===== config.mk =====
export PLATFORM = sky130hd
export DESIGN_NAME = imem_loader_flat
export DESIGN_NICKNAME = d
export VERILOG_FILES = /design/src/rtl/imem_loader_if.sv /design/src/rtl/imem_loader.sv /design/src/flat_wrapper.sv
export SDC_FILE = /design/constraint.sdc
export NUM_CORES = 1
export LEC_CHECK = 0
export ABC_AREA = 1
export ABC_CLOCK_PERIOD_IN_PS = 1650
export CAP_MARGIN = 20
export CORE_ASPECT_RATIO = 1.4
export CORE_UTILIZATION = 50
export CTS_CLUSTER_DIAMETER = 60
export DETAILED_ROUTE_END_ITERATION = 7
export GPL_ROUTABILITY_DRIVEN = 1
export PLACE_DENSITY_LB_ADDON = 0.08
export SLEW_MARGIN = 20
export SYNTH_ARGS = -nofsm -noshare
export SYNTH_HDL_FRONTEND = slang
export SYNTH_SLANG_ARGS = --single-unit
export TNS_END_PERCENT = 20

===== constraint.sdc =====
create_clock -name clk -period 1.65 [get_ports clk]
set_clock_uncertainty 0.15 [all_clocks]
set_input_delay 0.165 -clock clk [delete_from_list [all_inputs] [get_ports clk]]
set_output_delay 0.165 -clock clk [all_outputs]
set_load 0.02 [all_outputs]

===== src/rtl/imem_loader_if.sv =====
// Byte-stream / instruction-memory write bus for imem_loader.
// The master side is the host link (drives the stream, watches status);
// the slave side is the loader itself.
interface imem_loader_if #(
  parameter int ADDR_W = 10
);
  logic              start;
  logic              s_valid;
  logic [7:0]        s_data;
  logic              s_last;
  logic              s_ready;
  logic              wr_en;
  logic [ADDR_W-1:0] wr_addr;
  logic [7:0]        wr_data;
  logic              cpu_reset;
  logic              busy;
  logic              done;
  logic              error;
  logic [ADDR_W:0]   byte_count;

  modport master (
    output start, s_valid, s_data, s_last,
    input  s_ready, wr_en, wr_addr, wr_data, cpu_reset, busy, done, error, byte_count
  );

  modport slave (
    input  start, s_valid, s_data, s_last,
    output s_ready, wr_en, wr_addr, wr_data, cpu_reset, busy, done, error, byte_count
  );
endinterface


===== src/rtl/imem_loader.sv =====
// Instruction memory loader: streams bytes into instruction memory at
// addresses 0,1,2,... while holding the core in reset, zero-pads the image
// to a 4-byte boundary and releases the core once the image is complete.
// Optional build macro IMEM_LOADER_CHECKSUM_EN: the s_last byte is an XOR
// checksum over the data bytes instead of image data.
module imem_loader #(
  parameter int ADDR_W    = 10,
  parameter int MEM_BYTES = 1024
) (
  input  logic             clk,
  input  logic             reset,   // synchronous, active-low
  imem_loader_if.slave     bus
);

  typedef enum logic [2:0] {IDLE, LOAD, PAD, DONE, ERR} state_t;

  localparam logic [ADDR_W-1:0] LAST_ADDR = ADDR_W'(MEM_BYTES - 1);

  state_t            state;
  logic [ADDR_W-1:0] addr;       // next byte address to write
  logic [ADDR_W:0]   count_inc;  // byte_count after the write being issued now
  logic              fire;
  logic              restart;
`ifdef IMEM_LOADER_CHECKSUM_EN
  logic [7:0]        chk;        // running XOR of data bytes
`endif

  // Handshake, next count and restart decode.
  always_comb begin
    fire      = bus.s_valid && bus.s_ready;
    count_inc = bus.byte_count + (ADDR_W+1)'(1);
    restart   = bus.start && (state inside {IDLE, DONE, ERR});
  end

  // Load sequencer with all outputs registered.
  // NOTE: sequential state uses non-blocking (<=) so every register samples pre-edge values.
  always_ff @(posedge clk) begin
    if (!reset) begin
      state          <= IDLE;
      addr           <= '0;
      bus.s_ready    <= 1'b0;
      bus.wr_en      <= 1'b0;
      bus.wr_addr    <= '0;
      bus.wr_data    <= '0;
      bus.cpu_reset  <= 1'b1;
      bus.busy       <= 1'b0;
      bus.done       <= 1'b0;
      bus.error      <= 1'b0;
      bus.byte_count <= '0;
`ifdef IMEM_LOADER_CHECKSUM_EN
      chk            <= '0;
`endif
    end else begin
      bus.wr_en <= 1'b0;
      if (restart) begin
        state          <= LOAD;
        addr           <= '0;
        bus.s_ready    <= 1'b1;
        bus.busy       <= 1'b1;
        bus.done       <= 1'b0;
        bus.error      <= 1'b0;
        bus.cpu_reset  <= 1'b1;
        bus.byte_count <= '0;
`ifdef IMEM_LOADER_CHECKSUM_EN
        chk            <= '0;
`endif
      end else begin
        case (state)
          LOAD: begin
            if (fire) begin
`ifdef IMEM_LOADER_CHECKSUM_EN
              if (bus.s_last) begin
                // Checksum byte: compared, never written or counted.
                bus.s_ready <= 1'b0;
                if (chk != bus.s_data) begin
                  state    <= ERR;
                  bus.busy <= 1'b0;
                end else if (bus.byte_count[1:0] == 2'd0) begin
                  state    <= DONE;
                  bus.busy <= 1'b0;
                end else begin
                  state <= PAD;
                end
              end else begin
                bus.wr_en      <= 1'b1;
                bus.wr_addr    <= addr;
                bus.wr_data    <= bus.s_data;
                addr           <= addr + ADDR_W'(1);
                bus.byte_count <= count_inc;
                chk            <= chk ^ bus.s_data;
                if (addr == LAST_ADDR) begin
                  state       <= ERR;
                  bus.s_ready <= 1'b0;
                  bus.busy    <= 1'b0;
                end
              end
`else
              bus.wr_en      <= 1'b1;
              bus.wr_addr    <= addr;
              bus.wr_data    <= bus.s_data;
              addr           <= addr + ADDR_W'(1);
              bus.byte_count <= count_inc;
              if (bus.s_last) begin
                // Exact fit at the last address is always aligned, so it lands in DONE.
                bus.s_ready <= 1'b0;
                if (count_inc[1:0] == 2'd0) begin
                  state    <= DONE;
                  bus.busy <= 1'b0;
                end else begin
                  state <= PAD;
                end
              end else if (addr == LAST_ADDR) begin
                state       <= ERR;
                bus.s_ready <= 1'b0;
                bus.busy    <= 1'b0;
              end
`endif
            end
          end
          PAD: begin
            bus.wr_en      <= 1'b1;
            bus.wr_addr    <= addr;
            bus.wr_data    <= 8'h00;
            addr           <= addr + ADDR_W'(1);
            bus.byte_count <= count_inc;
            if (count_inc[1:0] == 2'd0) begin
              state    <= DONE;
              bus.busy <= 1'b0;
            end
          end
          DONE: begin
            // Entered together with the final write strobe, so release lags it by one cycle.
            bus.done      <= 1'b1;
            bus.cpu_reset <= 1'b0;
          end
          ERR: begin
            bus.error <= 1'b1;
          end
          default: begin
            // IDLE: wait for start.
          end
        endcase
      end
    end
  end

endmodule


===== src/flat_wrapper.sv =====
// flat-port wrapper written by rule: the top's interface ports become plain ports
module imem_loader_flat 
#(
  parameter int ADDR_W    = 10,
  parameter int MEM_BYTES = 1024
)
  (clk, reset, bus_start, bus_s_valid, bus_s_data, bus_s_last, bus_s_ready, bus_wr_en, bus_wr_addr, bus_wr_data, bus_cpu_reset, bus_busy, bus_done, bus_error, bus_byte_count);
  imem_loader_if #(.ADDR_W(ADDR_W)) bus_i ();
  input  logic clk;
  input  logic reset;
  input wire logic [$bits(bus_i.start)-1:0] bus_start;
  input wire logic [$bits(bus_i.s_valid)-1:0] bus_s_valid;
  input wire logic [$bits(bus_i.s_data)-1:0] bus_s_data;
  input wire logic [$bits(bus_i.s_last)-1:0] bus_s_last;
  output wire logic [$bits(bus_i.s_ready)-1:0] bus_s_ready;
  output wire logic [$bits(bus_i.wr_en)-1:0] bus_wr_en;
  output wire logic [$bits(bus_i.wr_addr)-1:0] bus_wr_addr;
  output wire logic [$bits(bus_i.wr_data)-1:0] bus_wr_data;
  output wire logic [$bits(bus_i.cpu_reset)-1:0] bus_cpu_reset;
  output wire logic [$bits(bus_i.busy)-1:0] bus_busy;
  output wire logic [$bits(bus_i.done)-1:0] bus_done;
  output wire logic [$bits(bus_i.error)-1:0] bus_error;
  output wire logic [$bits(bus_i.byte_count)-1:0] bus_byte_count;
  assign bus_i.start = bus_start;
  assign bus_i.s_valid = bus_s_valid;
  assign bus_i.s_data = bus_s_data;
  assign bus_i.s_last = bus_s_last;
  assign bus_s_ready = bus_i.s_ready;
  assign bus_wr_en = bus_i.wr_en;
  assign bus_wr_addr = bus_i.wr_addr;
  assign bus_wr_data = bus_i.wr_data;
  assign bus_cpu_reset = bus_i.cpu_reset;
  assign bus_busy = bus_i.busy;
  assign bus_done = bus_i.done;
  assign bus_error = bus_i.error;
  assign bus_byte_count = bus_i.byte_count;
  imem_loader #(.ADDR_W(ADDR_W), .MEM_BYTES(MEM_BYTES)) u_core (.clk(clk), .reset(reset), .bus(bus_i));
endmodule

# After elaboration in Yosys (flattened, before gate mapping)
# Cells that the tools add are included.
# classes
n_addsub	2
bitwise	2
n_eq_ne	11
n_reduce_logical	17
muxes	27
# op_table
operator	count
one-hot mux 10 bit (2 select lines)	2
one-hot mux 11 bit (2 select lines)	1
two-way mux 10 bit	2
one-hot mux 8 bit (2 select lines)	1
two-way mux 1 bit	12
two-way mux 3 bit	4
adder 11 x 1 -> 11 bit, second input constant	1
two-way mux 11 bit	1
adder 10 x 1 -> 10 bit, second input constant	1
== test 10 bit, second input constant	1
AND reduction 3 bit	3
nonzero test 3 bit	3
two-way mux 8 bit	1
AND reduction 4 bit	2
== test 3 x 2 -> 1 bit, second input constant	2
!= test 3 x 1 -> 1 bit, second input constant	2
one-hot mux 3 bit (2 select lines)	1
nonzero test 2 bit	3
!= test 2 x 1 -> 1 bit, second input constant	2
!= test 4 x 2 -> 1 bit, second input constant	1
one-hot mux 1 bit (2 select lines)	2
== test 3 x 1 -> 1 bit, second input constant	1
== test 3 bit, second input constant	1
zero test 3 bit	1
other kinds (6)	8
# word_totals
input_bits	13
reg_bits	48
out_inout_bits	35

# Longest topological paths before layout
# Gate-level depths: netlist (run 1).
# logic_depth
depth_word	7
mapped_depth	9

# Worst setup path before layout (run 1)
# No wires, ideal clock.
# synth_path
path_type	register -> register
from	register u_core.bus.byte_count[0]
to	register u_core.state[0]
t_arrival_ns	1.257
required_ns	1.387
synth_period_minus_slack_ns	1.520
path_stages_with_launch	9
path_slack_ns	0.130
path_cell_list	dfxtp_1 ha_1 inv_1 nand3_1 nand2_1 inv_1 nand3_1 nor2_1 nor2_1
# synth_between
elab_chain_cells	7
# synth_rtl
element	line_no	source
start, declared	imem_loader_if.sv:28	output s_ready, wr_en, wr_addr, wr_data, cpu_reset, busy, done, error, byte_count
start signal, assigned	imem_loader.sv:102	bus.byte_count <= count_inc;
start signal, assigned	imem_loader.sv:125	bus.byte_count <= count_inc;
adder 11 x 1 -> 11 bit (*)	imem_loader.sv:31	count_inc = bus.byte_count + (ADDR_W+1)'(1);
zero test 2 bit (*)	imem_loader.sv:106, imem_loader.sv:126	
two-way mux 1 bit	imem_loader.sv:106	if (count_inc[1:0] == 2'd0) begin
two-way mux 3 bit	imem_loader.sv:103	if (bus.s_last) begin
two-way mux 3 bit	imem_loader.sv:70	if (fire) begin
one-hot mux 3 bit (2 select lines)	imem_loader.sv:68	case (state)
two-way mux 1 bit	imem_loader.sv:55	if (restart) begin
end signal, assigned	imem_loader.sv:56	state <= LOAD;
end signal, assigned	imem_loader.sv:107	state <= DONE;
end signal, assigned	imem_loader.sv:110	state <= PAD;
end, declared	imem_loader.sv:19	state_t state;
# Every way passes the cells marked *; elsewhere a longest branch is shown, timed or not. The select of a mux whose other input is x is not followed.
# A chain may end at the register's enable or synchronous reset.

# Final worst setup path (run 1)
# layout_path
from	register u_core.bus.busy
to	output bus_busy
# layout_lines
element	line_no	source
start, declared	imem_loader_if.sv:28	
start signal, assigned	imem_loader.sv:46	bus.busy <= 1'b0;
start signal, assigned	imem_loader.sv:59	bus.busy <= 1'b1;
start signal, assigned	imem_loader.sv:108	bus.busy <= 1'b0;
end, declared	flat_wrapper.sv:20	output wire logic [$bits(bus_i.busy)-1:0] bus_busy;
# No word-level cell between the ends.

==> PnR_summary.wiki, run 1 <==
{| class="wikitable"
! Metric !! Value
|-
| RSZ-0062 raised after global routing || no
|-
| Multiplexer fraction of the synthesized cell area || 0%
|-
| I/O pin count || 48
|-
| Final worst path period need || 1600 ps
|-
| Level count of the clock H-tree || 2
|-
| Number of nets in the layout || slightly below 400
|-
| Count of warnings emitted by yosys || 0
|-
| Cell-by-cell trace of the critical path || clkdlybuf4s50_1
|-
| Xor/xnor share of the synthesized area || under 10%
|-
| Post-synthesis cell area || around 0.0022 sq mm
|-
| Routed length per placed instance || 11.9 um
|-
| Number of pins with negative max-slew slack in the final report || 0
|-
| Family of cells with the greatest summed delay on the critical path || buffers and inverters
|-
| Share of final-layout standard cells stronger than drive strength 1 || between 10% and 20%
|-
| Clock tree from TritonCTS || yes
|-
| Crit-path max cell delay || between 600 and 700 ps
|-
| Combinational family with the most area after synthesis || simple AND/OR/NAND/NOR gates
|-
| Cell Pwr Density || around 1100 mW/mm^2
|-
| Area fraction in compound gates after synthesis || around 14%
|-
| Worst hold path type || input port to flip-flop
|-
| Part of the cycle the worst path needs || 97.0%
|-
| Post-synthesis instance total || 312
|-
| Maximum ir drop on the vdd rail || 0.796 mV
|-
| Routability congestion estimate from global placement || 0.855
|-
| Clock latency of the later-clocked register in the worst-skew pair || between 300 and 400 ps
|-
| Number of antenna violations at the first check in global routing || 0
|-
| Number of rows in the core area || 28
|-
| Peak clock frequency supported by timing || around 620 MHz
|-
| Post-CTS Setup Repair Bufs || 0
|-
| Highest-count cells in the layout ignoring fill and taps || sky130_fd_sc_hd__nand2_1 (93), sky130_fd_sc_hd__dfxtp_1 (48), sky130_fd_sc_hd__nor2_1 (37), sky130_fd_sc_hd__clkdlybuf4s50_1 (37), sky130_fd_sc_hd__a21oi_1 (30)
|-
| Relative area change from synthesis to final layout || 33.6%
|-
| Global-route congestion overflow total || 0
|-
| Max Fanout on Critical Path || 3
|-
| Count of maximum capacitance violations || 0
|-
| Vertical extent of the die || just over 80 um
|-
| Data required time at the worst endpoint || about 1300 ps
|-
| Global routing usage summed across all routing layers || a little under a quarter
|-
| Routed via count || approximately 2,200
|-
| Non-filler instance count after layout || approximately 430
|-
| Filler Cells Inserted || 386
|-
| Post-placement setup slack || -18.9 ps
|-
| Asr flop ratio synth || 0%
|-
| Hold WS || between 200 and 300 ps
|-
| Die span in x || 58.1 um
|-
| Relative max-transition margin || 76.1%
|-
| Critical Path Source Type || flip-flop
|-
| Largest net degree at the start of global routing || a little over 40
|-
| Count of buffers from port buffering || between 40 and 50
|-
| Max Root-Sink Buffers || 2
|-
| Simple-gate share of the synthesized area || 31.7%
|-
| Setup-failing EPs final || 0
|-
| Via density per instance || 5.03
|-
| Share of the yosys chip area belonging to registers || between 40% and 50%
|-
| Most frequent standard cell in the layout excluding fill and tap cells || sky130_fd_sc_hd__nand2_1
|-
| Average cell area after synthesis || slightly above 7 sq um
|-
| Count of flip-flops with a built-in enable after synthesis || 0
|-
| CP Capture Type || output port
|-
| Adder-cell share of the synthesized area || 1.14%
|-
| Measured slew at the worst slew-check pin || between 300 and 400 ps
|-
| Hold violation total from the final report || 0
|-
| Number of design-rule violations left by the first detailed-router iteration || 102
|-
| DRC viols || 0
|-
| Count of antenna diodes in the layout || 0
|-
| Die outline area || 0.00468 sq mm
|-
| Clock root buffer || sky130_fd_sc_hd__clkbuf_8
|-
| Leakage || between 1 and 1.5 nW
|-
| Post-layout power || ~3.1 mW
|-
| Detailed placer's ending HPWL || 3900 um
|-
| Placed insts || 426
|-
| Net Count, Synth || ~330
|-
| Critical path type || flip-flop to output port
|-
| Starting Density || 52.0%
|-
| Area of the core || between 0.004 and 0.005 sq mm
|-
| Clock sink count || 48
|-
| Utilization after layout || 69.5%
|-
| Yosys reg bits || 48
|-
| Number of buffers and inverters on the critical path || 1
|-
| Global-route wire length before repair || 8670 um
|-
| Vias in the first global route || ~2,000
|-
| Setup slack after layout || 49.5 ps
|-
| Total negative setup slack || 0 ps
|-
| Footprint of the multi-input gates || 0.00110 sq mm
|-
| Routed Antenna Nets || 0
|-
| Number of detailed-route iterations in the first pass || 4
|-
| Master of the slowest instance on the critical path || sky130_fd_sc_hd__clkdlybuf4s50_1
|-
| Number of buffers added by the clock tree synthesis step || 5
|-
| Sequential cell area || a little under 0.001 sq mm
|-
| CTS clock-pin slew for the worst setup and hold paths || 90 ps
|-
| Arr. time, crit path || ~1300 ps
|-
| Run status || complete, no violations
|-
| Post-synthesis cell type count || 27
|-
| Finished Cell Area || 0.00295 sq mm
|-
| Total wire length || 5190 um
|-
| Top FF cell, synth || sky130_fd_sc_hd__dfxtp_1
|-
| Post-placement cell area || 0.00283 sq mm
|}
-- per-layer routing --
metal / share of wire (%) / track usage, % / wire (um)
met5: 0 / 0 / 0
met4: 2.0 / 9.29 / 103
met3: 4.7 / 4.83 / 242
met2: 51 / 43.3 / 2660
met1: 42 / 26.6 / 2180
-- final cells by class --
cell class | count | area share, %
Inverter | 22 | 2.80
Clock inverter | 2 | 1.19
Clock buffer | 6 | 2.46
Tap cell | 60 | 2.55
Timing Repair Buffer | 65 | 20.9
Multi-Input combinational cell | 231 | 37.4
Sequential cell | 48 | 32.6
-- final timing paths --
check,end,cells past startpoint,start,slack [ps]
max,bus_busy,1,u_core.bus.busy$_SDFFE_PN0P_,50
min,u_core.bus.wr_data[0]$_SDFFE_PN0P_,3,bus_s_data[0],290
max reg2reg,u_core.addr[0]$_SDFFE_PP0P_,7,u_core.state[0]$_SDFFE_PN0P_,100
min reg2reg,u_core.bus.cpu_reset$_SDFFE_PP1P_,2,u_core.bus.cpu_reset$_SDFFE_PP1P_,310
-- kinds of logic after synthesis --
group,count (synthesis)
XOR/XNOR,7
adder cells (fa/ha/maj),2
buffers and inverters,33
AND/OR/NAND/NOR,168
flip-flops,48
AO/OA/AOI/OAI,54
-- flip-flops by register name (all words and copies together) (netlist names) --
| name | cells |
|---|---|
| u_core.bus.byte_count | 11 |
| u_core.addr | 10 |
| u_core.bus.wr_addr | 10 |
| u_core.bus.wr_data | 8 |
| u_core.state | 3 |
| u_core.bus.busy | 1 |
| u_core.bus.cpu_reset | 1 |
| u_core.bus.done | 1 |
| u_core.bus.error | 1 |
| u_core.bus.s_ready | 1 |
| u_core.bus.wr_en | 1 |
-- tightest hold or removal path: stages --
cell	delay (ps)
sky130_fd_sc_hd__clkdlybuf4s50_1	400
sky130_fd_sc_hd__nand3_1	80
sky130_fd_sc_hd__a21oi_1	60
-- cells in the mapped netlist, types with 2 or more instances --
| cell | instances | area [sq um] |
|---|---|---|
| sky130_fd_sc_hd__a21oi_1 | 30 | 150 |
| sky130_fd_sc_hd__buf_2 | 4 | 20.0 |
| sky130_fd_sc_hd__nor2_2 | 3 | 18.8 |
| sky130_fd_sc_hd__nor2_1 | 37 | 139 |
| sky130_fd_sc_hd__nand3_1 | 25 | 125 |
| sky130_fd_sc_hd__inv_2 | 4 | 15.0 |
| sky130_fd_sc_hd__nand3_2 | 2 | 20.0 |
| sky130_fd_sc_hd__o21ai_0 | 12 | 60.1 |
| sky130_fd_sc_hd__xor2_1 | 3 | 26.3 |
| sky130_fd_sc_hd__dfxtp_1 | 48 | 961 |
| sky130_fd_sc_hd__xnor2_1 | 4 | 35.0 |
| sky130_fd_sc_hd__inv_1 | 17 | 63.8 |
| sky130_fd_sc_hd__nand2_1 | 94 | 353 |
| sky130_fd_sc_hd__nand4_1 | 4 | 25.0 |
| sky130_fd_sc_hd__buf_4 | 6 | 45.0 |
| sky130_fd_sc_hd__a21oi_2 | 7 | 61.3 |
| sky130_fd_sc_hd__ha_1 | 2 | 25.0 |
-- power breakdown --
part           switching (mW)  internal (mW)  total, mW
registers              0.0547           1.24       1.30
clock network           0.392          0.450      0.842
logic                   0.597          0.399      0.996
-- timing repair --
item | CTS | global route
hold buffers | 0 | 0
resized for setup | 7 | 6
pin swaps | 0 | 1
endpoints found under the setup margin | 7 | 17
(Power assumes the default switching activity.)
==> run 2: changes to the inputs <==
TNS_END_PERCENT = default   (was 20)
==> results of run 2 <==
Same layout as run 1: the final DEF is identical, and so are final timing and power.
==> run 3: changes to the inputs <==
--- a/config.mk
+++ b/config.mk
@@ -8,5 +8,4 @@
 export ABC_AREA = 1
 export ABC_CLOCK_PERIOD_IN_PS = 1650
-export CAP_MARGIN = 20
 export CORE_ASPECT_RATIO = 1.4
 export CORE_UTILIZATION = 50
==> constraint.sdc (replaced) <==
create_clock -name clk -period 1.65 [get_ports clk]
set_clock_uncertainty 0.15 [all_clocks]
set_input_delay 0.2475 -clock clk [delete_from_list [all_inputs] [get_ports clk]]
set_output_delay 0.2475 -clock clk [all_outputs]
set_load 0.05 [all_outputs]
==> run 3 against run 2 <==
Effect of this change: utilization up 3.7 points; wire length decreased by 3.8%; final area up 5.4%; sequential share of layout area down 1.5 points; via count increased by 1.1%; global-route usage is 0.58 points lower; sequential power about the same; critical path type is now flip-flop to flip-flop; highest routed layer unchanged.
==> PnR_summary.wiki, run 3 (synthesis results as in run 1) <==
{| class="wikitable"
! Metric !! Value
|-
| Global routing usage summed across all routing layers || roughly 23%
|-
| Family of cells with the greatest summed delay on the critical path || flip-flops
|-
| Terminus of the critical flop-to-flop path || u_core.state[1]$_SDFFE_PP0P_
|-
| Vertical extent of the die || just over 80 um
|-
| Clock tree from TritonCTS || yes
|-
| Most frequent standard cell in the layout excluding fill and tap cells || sky130_fd_sc_hd__nand2_1
|-
| Number of buffers added by the clock tree synthesis step || 5
|-
| Share of final-layout standard cells stronger than drive strength 1 || between 20% and 30%
|-
| Number of rows in the core area || 28
|-
| Hold violation total from the final report || 0
|-
| Detailed placer's ending HPWL || approximately 3700 um
|-
| Clock latency of the later-clocked register in the worst-skew pair || between 200 and 300 ps
|-
| Finished Cell Area || approximately 0.0031 sq mm
|-
| Clock root buffer || sky130_fd_sc_hd__clkbuf_8
|-
| Count of buffers from port buffering || 47
|-
| Run status || complete, no violations
|-
| Data required time at the worst endpoint || about 1700 ps
|-
| Vias in the first global route || 2,026
|-
| Routed via count || 2,208
|-
| Die span in x || a little under 60 um
|-
| Number of nets in the layout || ~390
|-
| RSZ-0062 raised after global routing || no
|-
| Hold WS || about 310 ps
|-
| Internal Dissipation || around 2.1 mW
|-
| I/O pin count || 48
|-
| Start point of the worst min-delay path || u_core.bus.wr_data[7]$_SDFFE_PN0P_
|-
| Portion of total power attributed to combinational logic || between 30% and 40%
|-
| Register ranked first by flip-flop count || u_core.bus.byte_count
|-
| Critical path type || flip-flop to flip-flop
|-
| Area of the core || 0.00424 sq mm
|-
| Part of the cycle the worst path needs || 91.2%
|-
| Number of design-rule violations left by the first detailed-router iteration || between 90 and 100
|-
| NetSw || between 1 and 1.5 mW
|-
| Cells on worst reg2reg path || 7
|-
| Post-CTS Hold Buffers || 0
|-
| Number of buffers and inverters on the critical path || 2
|-
| Relative area change from synthesis to final layout || 40.8%
|-
| Measured slew at the worst slew-check pin || 331 ps
|-
| Reg2reg setup slack || 150 ps
|-
| Master of the slowest instance on the critical path || sky130_fd_sc_hd__dfxtp_1
|-
| Clock sink count || 48
|-
| Switching portion of total power || 35.8%
|-
| Clock network fraction of total power || between 20% and 30%
|-
| Global-route wire length before repair || roughly 8500 um
|-
| Highest-count cells in the layout ignoring fill and taps || sky130_fd_sc_hd__nand2_1 (92), sky130_fd_sc_hd__dfxtp_1 (43), sky130_fd_sc_hd__nor2_1 (37), sky130_fd_sc_hd__buf_4 (37), sky130_fd_sc_hd__a21oi_1 (30)
|-
| Number of pins with negative max-slew slack in the final report || 0
|-
| Hold Crit Depth || 2
|-
| Die outline area || 0.00468 sq mm
|-
| Leakage || 1.18 nW
|-
| Maximum ir drop on the vdd rail || between 0.4 and 0.5 mV
|-
| Routed Antenna Nets || 0
|-
| Number of antenna violations at the first check in global routing || 0
|-
| Via density per instance || a little over 5
|-
| Setup-failing EPs final || 0
|-
| Max Fanout on Critical Path || 37
|-
| Hold Path Sink || u_core.bus.wr_data[7]$_SDFFE_PN0P_
|-
| Routed length per placed instance || ~11 um
|-
| Crit-path max cell delay || roughly 360 ps
|-
| Flip-flop count of the largest register, all copies and words added || 11
|-
| Worst hold path type || flip-flop to flip-flop
|-
| Registers with the most flip-flops || u_core.bus.byte_count: 11 flops, u_core.addr: 10 flops, u_core.bus.wr_addr: 10 flops
|-
| Share of total power in sequential cells || 40.7%
|-
| Cell-by-cell trace of the critical path || inv_2, nand3_2, o21ai_2, buf_12, nand3b_1, nand2_1, a21oi_1
|-
| Largest net degree at the start of global routing || 38
|-
| Max Root-Sink Buffers || 2
|-
| Peak clock frequency supported by timing || around 660 MHz
|-
| Total negative setup slack || 0 ps
|-
| CP Capture Type || flip-flop
|-
| Number of detailed-route iterations in the first pass || 4
|-
| Final worst path period need || around 1500 ps
|-
| Count of antenna diodes in the layout || 0
|-
| Global-route congestion overflow total || 0
|-
| Routability congestion estimate from global placement || around 0.88
|-
| Start of the worst register-to-register path || u_core.state[1]$_SDFFE_PP0P_
|-
| CTS clock-pin slew for the worst setup and hold paths || around 80 ps
|-
| Relative max-transition margin || 77.9%
|-
| Arr. time, crit path || between 1500 and 2000 ps
|-
| Critical Path Source Type || flip-flop
|-
| Count of maximum capacitance violations || 0
|-
| Starting Density || 52.0%
|-
| Post-CTS Setup Repair Bufs || 0
|-
| DRC viols || 0
|-
| Total wire length || roughly 5000 um
|-
| Level count of the clock H-tree || 2
|-
| Post-placement cell area || between 0.002 and 0.003 sq mm
|-
| Cell Pwr Density || about 1000 mW/mm^2
|}
## run 3: area by class of cell
class,instances,area (sq um)
Clock buffer,7,96.3
Fill cell,334,1130
Inverter,22,82.6
Multi-Input combinational cell,231,1100
Sequential cell,48,967
Tap cell,60,75.1
Timing Repair Buffer,68,778
## run 3: worst max path at each step
stage	startpoint	end	slack, ps	cells after the start
4_1_cts	u_core.bus.byte_count[1]$_SDFFE_PP0P_	u_core.state[0]$_SDFFE_PN0P_	110	9
2_1_floorplan	u_core.bus.byte_count[4]$_SDFFE_PP0P_	u_core.bus.byte_count[5]$_SDFFE_PP0P_	70	6
6_report	u_core.state[1]$_SDFFE_PP0P_	u_core.state[1]$_SDFFE_PP0P_	150	7
3_5_place_dp	bus_s_valid	u_core.bus.wr_addr[1]$_SDFFE_PN0P_	-60	7
3_3_place_gp	bus_s_valid	u_core.bus.wr_addr[2]$_SDFFE_PN0P_	-40	7
5_1_grt	u_core.addr[0]$_SDFFE_PP0P_	u_core.state[0]$_SDFFE_PN0P_	20	9
## run 3: metrics by stage
stage	power (mW)	worst slack, ps	utilization (%)	std cells
global placement	2.49	-42.0	70.6	429
CTS	3.23	114	72.9	436
global route	3.42	23.4	73.2	436
finish	3.22	146	73.2	436
detailed placement	2.51	-63.2	70.6	429
floorplan	2.09	70.9	-	312
## run 3: worst register-to-register path, delay by kind of cell, from the launching register on
| family | cells | cell delay [ps] |
|---|---|---|
| compound gates | 2 | 220 |
| buf+inv | 2 | 320 |
| flops | 1 | 360 |
| simple gates | 3 | 350 |
## run 3: timing repair
| action | 4_1_cts | 5_1_grt |
|---|---|---|
| setup endpoints to repair | 0 | 10 |
| resized for setup | 0 | 6 |
| endpoints found under the hold margin | 0 | 0 |
## run 3: power groups by stage
stage	sequential (mW)	clock [mW]	combinational [mW]
5_1_grt	1.32	0.794	1.30
3_3_place_gp	1.34	0	1.15
2_1_floorplan	1.55	0	0.541
4_1_cts	1.31	0.746	1.18
3_5_place_dp	1.34	0	1.17
6_report	1.31	0.726	1.18
## run 3: layer usage
metal	track usage, %	share of wire [%]
met5	0	0
met4	10.5	2.6
met3	5.31	4.4
met2	41.8	51
met1	25.4	42
